<file path="src/rtl/usf_sample_feeder.sv">
// usf_sample_feeder: buffers ADC codes from a valid/ready source in a small
// FIFO and issues them one at a time to the recovery core as a held sample
// plus a one-cycle strobe, with at least MIN_GAP clocks between strobes.
// Optional macro USF_FEED_OFFSET_EN: codes are offset binary and the MSB is
// inverted on the way into the FIFO so out_sample is two's complement.
`timescale 1ns/1ps
module usf_sample_feeder #(
  parameter int ADC_RES    = 12,
  parameter int FIFO_DEPTH = 8,
  parameter int MIN_GAP    = 5
) (
  input  logic                          clk,
  input  logic                          reset,
  input  logic                          run,
  input  logic                          adc_valid,
  input  logic [ADC_RES-1:0]            adc_data,
  output logic                          adc_ready,
  output logic [ADC_RES-1:0]            out_sample,
  output logic                          out_en,
  output logic [$clog2(FIFO_DEPTH):0]   fill,
  output logic                          underrun
);

  localparam int PTR_W  = $clog2(FIFO_DEPTH);
  localparam int FILL_W = PTR_W + 1;
  localparam int GAP_W  = $clog2(MIN_GAP + 1);
  localparam logic [FILL_W-1:0] FULL_LVL = FILL_W'(FIFO_DEPTH);
  localparam logic [GAP_W-1:0]  GAP_LOAD = GAP_W'(MIN_GAP - 1);

  logic [ADC_RES-1:0] mem [FIFO_DEPTH];
  logic [PTR_W-1:0]   wr_ptr_reg;
  logic [PTR_W-1:0]   rd_ptr_reg;
  logic [FILL_W-1:0]  fill_reg;
  logic [FILL_W-1:0]  fill_next;
  logic [GAP_W-1:0]   gap_reg;
  logic [ADC_RES-1:0] sample_reg;
  logic               en_reg;
  logic               underrun_reg;
  logic               issued_reg;
  logic [ADC_RES-1:0] wr_data;
  logic               full;
  logic               empty;
  logic               gap_zero;
  logic               push;
  logic               issue;

  // Status is derived from occupancy so a full FIFO is never mistaken for empty.
  assign full      = (fill_reg == FULL_LVL);
  assign empty     = (fill_reg == '0);
  assign gap_zero  = (gap_reg == '0);
  assign adc_ready = !full;
  assign push      = adc_valid && !full;
  assign issue     = run && !empty && gap_zero;

`ifdef USF_FEED_OFFSET_EN
  assign wr_data = {~adc_data[ADC_RES-1], adc_data[ADC_RES-2:0]};
`else
  assign wr_data = adc_data;
`endif

  // Next occupancy: a simultaneous push and pop leaves it unchanged.
  always_comb begin
    fill_next = fill_reg;
    if (push && !issue) begin
      fill_next = fill_reg + FILL_W'(1);
    end else if (issue && !push) begin
      fill_next = fill_reg - FILL_W'(1);
    end
  end

  // Sample storage; contents are not reset, only the pointers are.
  always_ff @(posedge clk) begin
    if (push) begin
      mem[wr_ptr_reg] <= wr_data;
    end
  end

  // FIFO pointers and occupancy.
  always_ff @(posedge clk or negedge reset) begin
    if (!reset) begin
      wr_ptr_reg <= '0;
      rd_ptr_reg <= '0;
      fill_reg   <= '0;
    end else begin
      if (push) begin
        wr_ptr_reg <= wr_ptr_reg + PTR_W'(1);
      end
      if (issue) begin
        rd_ptr_reg <= rd_ptr_reg + PTR_W'(1);
      end
      fill_reg <= fill_next;
    end
  end

  // Output register: the popped head is held until the next issue; strobe lasts one cycle.
  always_ff @(posedge clk or negedge reset) begin
    if (!reset) begin
      sample_reg <= '0;
      en_reg     <= 1'b0;
    end else begin
      en_reg <= issue;
      if (issue) begin
        sample_reg <= mem[rd_ptr_reg];
      end
    end
  end

  // Spacing counter: reloaded on issue, runs down every cycle irrespective of run.
  always_ff @(posedge clk or negedge reset) begin
    if (!reset) begin
      gap_reg <= '0;
    end else if (issue) begin
      gap_reg <= GAP_LOAD;
    end else if (!gap_zero) begin
      gap_reg <= gap_reg - GAP_W'(1);
    end
  end

  // Sticky underrun: the core was ready for a sample after streaming began but none was buffered.
  always_ff @(posedge clk or negedge reset) begin
    if (!reset) begin
      issued_reg   <= 1'b0;
      underrun_reg <= 1'b0;
    end else begin
      if (issue) begin
        issued_reg <= 1'b1;
      end
      if (run && gap_zero && empty && issued_reg) begin
        underrun_reg <= 1'b1;
      end
    end
  end

  assign out_sample = sample_reg;
  assign out_en     = en_reg;
  assign fill       = fill_reg;
  assign underrun   = underrun_reg;

endmodule

</file>
<file path="config.mk">
export PLATFORM = sky130hd
export DESIGN_NAME = usf_sample_feeder
export DESIGN_NICKNAME = d
export VERILOG_FILES = /design/src/rtl/usf_sample_feeder.sv
export SDC_FILE = /design/constraint.sdc
export NUM_CORES = 1
export LEC_CHECK = 0
export BUFFER_PORTS_ARGS = -buffer_cell sky130_fd_sc_hd__buf_2
export CAP_MARGIN = 20
export CELL_PAD_IN_SITES_DETAIL_PLACEMENT = 1
export CELL_PAD_IN_SITES_GLOBAL_PLACEMENT = 1
export CORE_ASPECT_RATIO = 0.6
export CORE_MARGIN = 10
export CORE_UTILIZATION = 40
export CTS_BUF_LIST = sky130_fd_sc_hd__clkbuf_2 sky130_fd_sc_hd__clkbuf_4 sky130_fd_sc_hd__clkbuf_8
export CTS_CLUSTER_DIAMETER = 30
export CTS_CLUSTER_SIZE = 10
export DETAILED_ROUTE_END_ITERATION = 10
export PLACE_DENSITY = 0.68
export SKIP_LAST_GASP = 1
export SLEW_MARGIN = 20
export SYNTH_ARGS = -nofsm -noshare
export SYNTH_HDL_FRONTEND = slang
export SYNTH_SLANG_ARGS = --single-unit
export TNS_END_PERCENT = 20
</file>
<file path="constraint.sdc">
create_clock -name clk -period 7.41 [get_ports clk]
set_input_delay 1.482 -clock clk [delete_from_list [all_inputs] [get_ports clk]]
set_output_delay 1.482 -clock clk [all_outputs]
set_load 0.1 [all_outputs]
</file>
==> results.txt, run 1 <==
status: completed
Residual DRC: 0
Setup violations, final: 0
vias in the first global route: 2703
Crit path arrival time: 3.51 ns
Num CTS Buffers: 17
Final period util: 43.4%
max-slew violation count: 0
Synth cell types: 33
Clock Tree Buf Depth: 2
Non-Filler Instances: 491
Combinational Power Share: 37.3%
drt initial violations: 125
RSZ-0062 raised after global routing: no
startpoint types: primary input
Pwr Density: 456 nW/um2
initial core utilization: 40.7%
Die Y: 106 um
Top FF cell, synth: edfxtp_1
antenna violations before repair: 0
Final nets: 337
crit-path max FO: 30
Mapped Cells: 262
Place WS: 3.72 ns
clock power share: 23.8%
Worst path slowest cell: and3_4
ys async rst share: 22.6%
Worst-Margin Slew: 0.897 ns
CTS clk-pin slew, worst paths: 0.08 ns
CTS Sinks: 124
drt first pass iters: 4
fraction of layout cells with a size suffix above 1: 33.7%
final worst slack: 4.20 ns
Core ar.: 12000 um2
Die W: 163 um
Worst Setup End Kind: flop
FF+latch count, synth: 124
worst r2r dst: fill[3]
Die Area: 17100 um2
Slew Limit Headroom: 40.2%
Setup TNS: 0 ns
global-route wire length before repair: 15700 um
worst reg2reg startpoint: gap_reg[0]
CTS root buffer: clkbuf_8
Post-DRT Antenna Nets: 0
post-cts resize count: 0
FMAX: 311 MHz
CTS tree: yes
min cycle time layout: 3.21 ns
HPWL after detailed placement: 6210 um
max_cap viols: 0
Pleak: 2.03 nW
Rows: 31
Ant. Diodes: 0
# port buffers: 34
worst clock skew: 0.0101 ns
crit-path cells: buf_2, and3_4, inv_1, ha_1, inv_1, ha_1, a21o_1, a2111oi_0, o31ai_1
WS Path Type: primary input to flop
Total Wirelength: 9630 um
reg2reg path depth: 11
syn_nets: 286
Largest register FFs: 96
GRT Overall Usage: 12.1%
clk_lat worst skew: 0.42 ns
commonest non-fill, non-tap cells in the layout: edfxtp_1, buf_2, dfrtp_1, mux4_2, clkbuf_8
cell area after synthesis: 4870 um2
Final Cell Area: 5710 um2
worst hold path stage count: 1
warnings from Yosys: 0
Worst R2R Setup Slack: 4.27 ns
DR WL/cell: 19.6 um
vias per cell: 5.01
Mean Syn Cell Area: 18.6 um2
CP Data Required Time: 7.71 ns
Hold WS: 0.486 ns
switching fraction of total power: 40.5%
Top delay family on crit path: compound AO/OA/AOI/OAI gates
sequential-to-total area share from yosys stat: 73.5%
switching pwr: 1.06 mW
Hold Fails Final Rpt: 0
number of flops mapped to enable cells by yosys: 96
Remaining Overflow, GRT: 0
placed inst area: 5280 um2
Hold Startpoint: gap_reg[2]
dpl cells: 459
via count: 2459
commonest non-fill, non-tap cell in the layout: edfxtp_1
Worst VDD drop: 140 uV
share of total power in sequential cells: 38.9%
WP buf/inv: 3
I/O Pins: 35
number of setup buffers added after CTS: 0
GPL Wtd Cong: 0.710
internal power: 1.55 mW
CTS Hold Buffers Added: 0
Worst Hold End: gap_reg[2]
largest net degree at the start of global routing: 31
Area growth syn-to-layout: 17.1%
Slowest Stage Delay on Critical Path: 0.40 ns
CTS H-tree depth: 4
HP Class: flop to flop
==> cells by family (layout without fill, tap and decap cells) <==
logic type               Yosys count  count (layout)  share of synthesized area (%)
flip-flops                       124             124                           73.5
buffers and inverters             17              81                           1.77
XOR/XNOR                           6               6                           1.08
AO/OA/AOI/OAI                     23              23                           2.67
adder cells (fa/ha/maj)            8               8                           2.21
AND/OR/NAND/NOR                   44              44                           4.29
multiplexers                      40              40                           14.5
==> routing by layer <==
layer | up-vias | track usage [%] | share of wire (%)
met4 | 0 | 3.88 | 0.73
met2 | 53 | 19.3 | 50
met5 | - | 0 | 0
li1 | 1127 | - | -
met3 | 9 | 3.54 | 6.1
met1 | 1270 | 15.7 | 44
==> worst register-to-register path: stages (launching register included) <==
cell and delay [ns]:
dfrtp_1 0.40, inv_1 0.09, ha_1 0.19, nor2b_1 0.37
and3_4 0.47, inv_1 0.10, ha_1 0.23, inv_1 0.17
ha_1 0.26, a21o_1 0.21, a2111oi_0 0.40, o31ai_1 0.13
==> final cells by class <==
| class | instances | area, um2 |
|---|---|---|
| Clock buffer | 17 | 234 |
| Clock inverter | 15 | 189 |
| Fill cell | 1145 | 6280 |
| Inverter | 5 | 18.8 |
| Multi-Input combinational cell | 121 | 1230 |
| Sequential cell | 124 | 3580 |
| Tap cell | 165 | 206 |
| Timing Repair Buffer | 44 | 245 |
==> per-stage QoR <==
step,util [%],total power [mW]
after floorplan,-,1.78
after global placement,44.1,1.99
after detailed placement,44.1,2.02
after CTS,47.6,2.65
after global routing,47.6,2.76
final,47.6,2.60
==> worst max-delay path by stage <==
stage	slack (ns)	to	from	cells after the start
2_1_floorplan	3.64	fill[3]	fill[3]	9
3_3_place_gp	3.87	fill[3]	run	9
3_5_place_dp	3.72	fill[3]	run	9
4_1_cts	4.19	fill[3]	run	9
5_1_grt	3.94	fill[3]	gap_reg[0]	11
6_report	4.20	fill[3]	run	9
==> Yosys cell counts, types with 2 or more instances <==
cell / count / area, um2
xnor2_1: 4 / 35.0
nand2_1: 10 / 37.5
a21oi_1: 14 / 70.1
buf_1: 2 / 7.51
mux2_2: 3 / 33.8
dfrtp_1: 28 / 701
xor2_1: 2 / 17.5
buf_2: 2 / 10.0
nand2b_1: 2 / 12.5
edfxtp_1: 96 / 2880
nand3_1: 3 / 15.0
ha_1: 7 / 87.6
nor2b_1: 2 / 12.5
o21ai_0: 4 / 20.0
nor2_1: 15 / 56.3
clkbuf_1: 4 / 15.0
nor3_1: 8 / 40.0
mux2i_1: 13 / 130
buf_6: 2 / 22.5
mux4_2: 24 / 541
inv_1: 5 / 18.8
==> power by group through the flow <==
stage,Combinational (mW),Sequential (mW),Clock [mW]
2_1_floorplan,0.459,1.32,0
3_3_place_gp,0.967,1.02,0
3_5_place_dp,0.987,1.03,0
4_1_cts,0.990,1.02,0.639
5_1_grt,1.05,1.03,0.676
6_report,0.971,1.01,0.621
Note: power is estimated with default switching activity, not from simulation.
==> run 2: changes to the inputs <==
--- a/config.mk
+++ b/config.mk
@@ -16,7 +16,7 @@
 export CTS_CLUSTER_DIAMETER = 30
 export CTS_CLUSTER_SIZE = 10
 export DETAILED_ROUTE_END_ITERATION = 10
-export PLACE_DENSITY = 0.68
+export PLACE_DENSITY = 0.7
 export SKIP_LAST_GASP = 1
 export SLEW_MARGIN = 20
 export SYNTH_ARGS = -nofsm -noshare
==> constraint.sdc (replaced) <==
create_clock -name clk -period 2.6 [get_ports clk]
set_input_delay 0.52 -clock clk [delete_from_list [all_inputs] [get_ports clk]]
set_output_delay 0.52 -clock clk [all_outputs]
set_load 0.1 [all_outputs]
==> run 2 against run 1 <==
Utilization up 0.67 points. Via count up 1.4%. Sequential share of layout area down 0.70 points. Clock-buffer cell count up 6. Largest power group is now combinational logic. Highest routed layer unchanged.
==> results.txt, run 2 (same netlist as run 1, synthesis figures left out) <==
RSZ-0062 raised after global routing: no
fraction of layout cells with a size suffix above 1: 38.9% (+5.1 points)
Slowest Stage Delay on Critical Path: 0.55 ns (+0.15 ns)
DR WL/cell: 19.8 um (+1.0%)
Worst-Margin Slew: 0.770 ns (-0.127 ns)
WS Path Type: flop to flop
FMAX: 409 MHz
Hold Fails Final Rpt: 0 (unchanged)
switching pwr: 2.97 mW (+180%)
HP Class: primary input to asynchronous set/reset pin
CTS root buffer: clkbuf_8
startpoint types: flop
Design Power: 7.45 mW (+190%)
GPL Wtd Cong: 0.758 (+6.6%)
CTS H-tree depth: 4 (unchanged)
Top delay family on crit path: simple AND/OR/NAND/NOR gates
largest net degree at the start of global routing: 30 (-3.2%)
status: completed
Combinational Power Share: 39.1% (+1.8 points)
Post-DRT Antenna Nets: 0 (unchanged)
vias per cell: 5.02 (+0.16%)
Setup violations, final: 0 (unchanged)
commonest non-fill, non-tap cells in the layout: edfxtp_1, buf_2, mux4_2, dfrtp_1, clkbuf_8
Worst VDD drop: 434 uV (+210%)
CTS Sinks: 124 (unchanged)
HPWL after detailed placement: 6510 um (+4.8%)
commonest non-fill, non-tap cell in the layout: edfxtp_1
I/O Pins: 35 (unchanged)
Rows: 31 (unchanged)
# port buffers: 34 (unchanged)
clock power share: 22.0% (-1.8 points)
Pwr Density: 1290 nW/um2 (+180%)
Slew Limit Headroom: 48.7% (+8.5 points)
Worst path slowest cell: or4_4
crit-path max FO: 5 (-83%)
GRT Overall Usage: 12.0% (-0.12 points)
share of total power in sequential cells: 39.0% (about the same)
Num CTS Buffers: 17 (unchanged)
Worst R2R Setup Slack: 0.15 ns (-4.12 ns)
Area growth syn-to-layout: 18.7%
Pleak: 2.07 nW (+1.8%)
Die Y: 106 um (unchanged)
global-route wire length before repair: 15300 um (-2.5%)
Clock Tree Buf Depth: 2 (unchanged)
max-slew violation count: 0 (unchanged)
placed inst area: 5380 um2 (+1.8%)
internal power: 4.48 mW (+190%)
Worst Setup End Kind: flop
Non-Filler Instances: 497 (+1.2%)
Remaining Overflow, GRT: 0 (unchanged)
initial core utilization: 40.7% (unchanged)
CTS tree: yes
CTS clk-pin slew, worst paths: 0.08 ns (about the same)
drt initial violations: 99 (-21%)
Final period util: 94.1%
Largest register FFs: 96 (unchanged)
Residual DRC: 0 (unchanged)
Final nets: 343 (+1.8%)
switching fraction of total power: 39.8% (-0.72 points)
via count: 2493 (+1.4%)
Final Cell Area: 5790 um2 (+1.4%)
crit-path cells: or4_4, and3_4, inv_2, ha_4, inv_4, ha_4, a21o_1, a21oi_2, mux2i_1, o31ai_1
Die W: 163 um (unchanged)
Ant. Diodes: 0 (unchanged)
clk_lat worst skew: 0.43 ns (about the same)
vias in the first global route: 2626 (-2.8%)
Die Area: 17100 um2 (unchanged)
Crit path arrival time: 2.75 ns (-0.76 ns)
WP buf/inv: 2 (-1)
min cycle time layout: 2.45 ns
antenna violations before repair: 0 (unchanged)
drt first pass iters: 4 (unchanged)
Core ar.: 12000 um2 (unchanged)
dpl cells: 463 (+0.87%)
max_cap viols: 0 (unchanged)
CP Data Required Time: 2.90 ns (-4.81 ns)
Crit path top cell by count: ha_4
worst clock skew: 0.0167 ns (+0.00659 ns)
Total Wirelength: 9850 um (+2.2%)
==> run 2: cell count changes in the layout (fill, tap and decap cells not counted), moves of 3 or more <==
cell,before,now
buf_4,10,15
clkbuf_4,0,5
clkinv_2,1,6
clkinv_4,5,0
dfrtp_1,28,24
ha_1,7,4
inv_6,4,0
==> run 2: final timing paths <==
kind / from / end / cells past startpoint
max: fill[3] / fill[3] / 10
min: reset / gap_reg[1] / 1
max reg2reg: fill[3] / fill[3] / 10
min reg2reg: issued_reg / issued_reg / 1
max in group asynchronous: reset / fill[3] / 1
min in group clk: adc_data[2] / mem[6][2] / 1
==> run 2: cell type report <==
type,instances,area [um2]
clock buffers,23,285
inverters,5,21.3
fillers,1139,6200
clock inverters,9,97.6
multi-input cells,121,1280
well taps,165,206
flip-flops and latches,124,3590
repair buffers,50,303
==> run 2: stage by stage <==
stage,hold slack (ns),worst slack [ns],utilization [%],TNS (ns)
floorplan,0.224,-0.203,-,-4.61
global placement,0.452,0.152,44.9,0
detailed placement,0.465,0.0871,44.9,0
CTS,0.125,0.0845,48.1,0
global route,0.139,0.0468,48.3,0
finish,0.130,0.153,48.3,0
==> run 2: what timing repair did <==
action                                  in CTS  in global routing
endpoints found under the setup margin       0                  1
hold buffers                                 0                  0
setup buffers                                0                  2
resized for setup                            0                  2
==> run 2: layer usage <==
metal	track usage [%]	wire, um	up-vias
met4	4.46	86	0
met1	15.7	4580	1311
met3	4.27	468	8
li1	-	-	1134
met5	0	0	-
met2	18.1	4710	40
==> run 2: power by group through the flow <==
| stage | clock network [mW] | logic (mW) | registers (mW) |
|---|---|---|---|
| final | 1.64 | 2.91 | 2.90 |
| after global routing | 1.79 | 3.12 | 2.96 |
| after CTS | 1.69 | 2.92 | 2.92 |
| after detailed placement | 0 | 2.91 | 2.96 |
| after global placement | 0 | 2.86 | 2.94 |
| after floorplan | 0 | 1.36 | 3.81 |
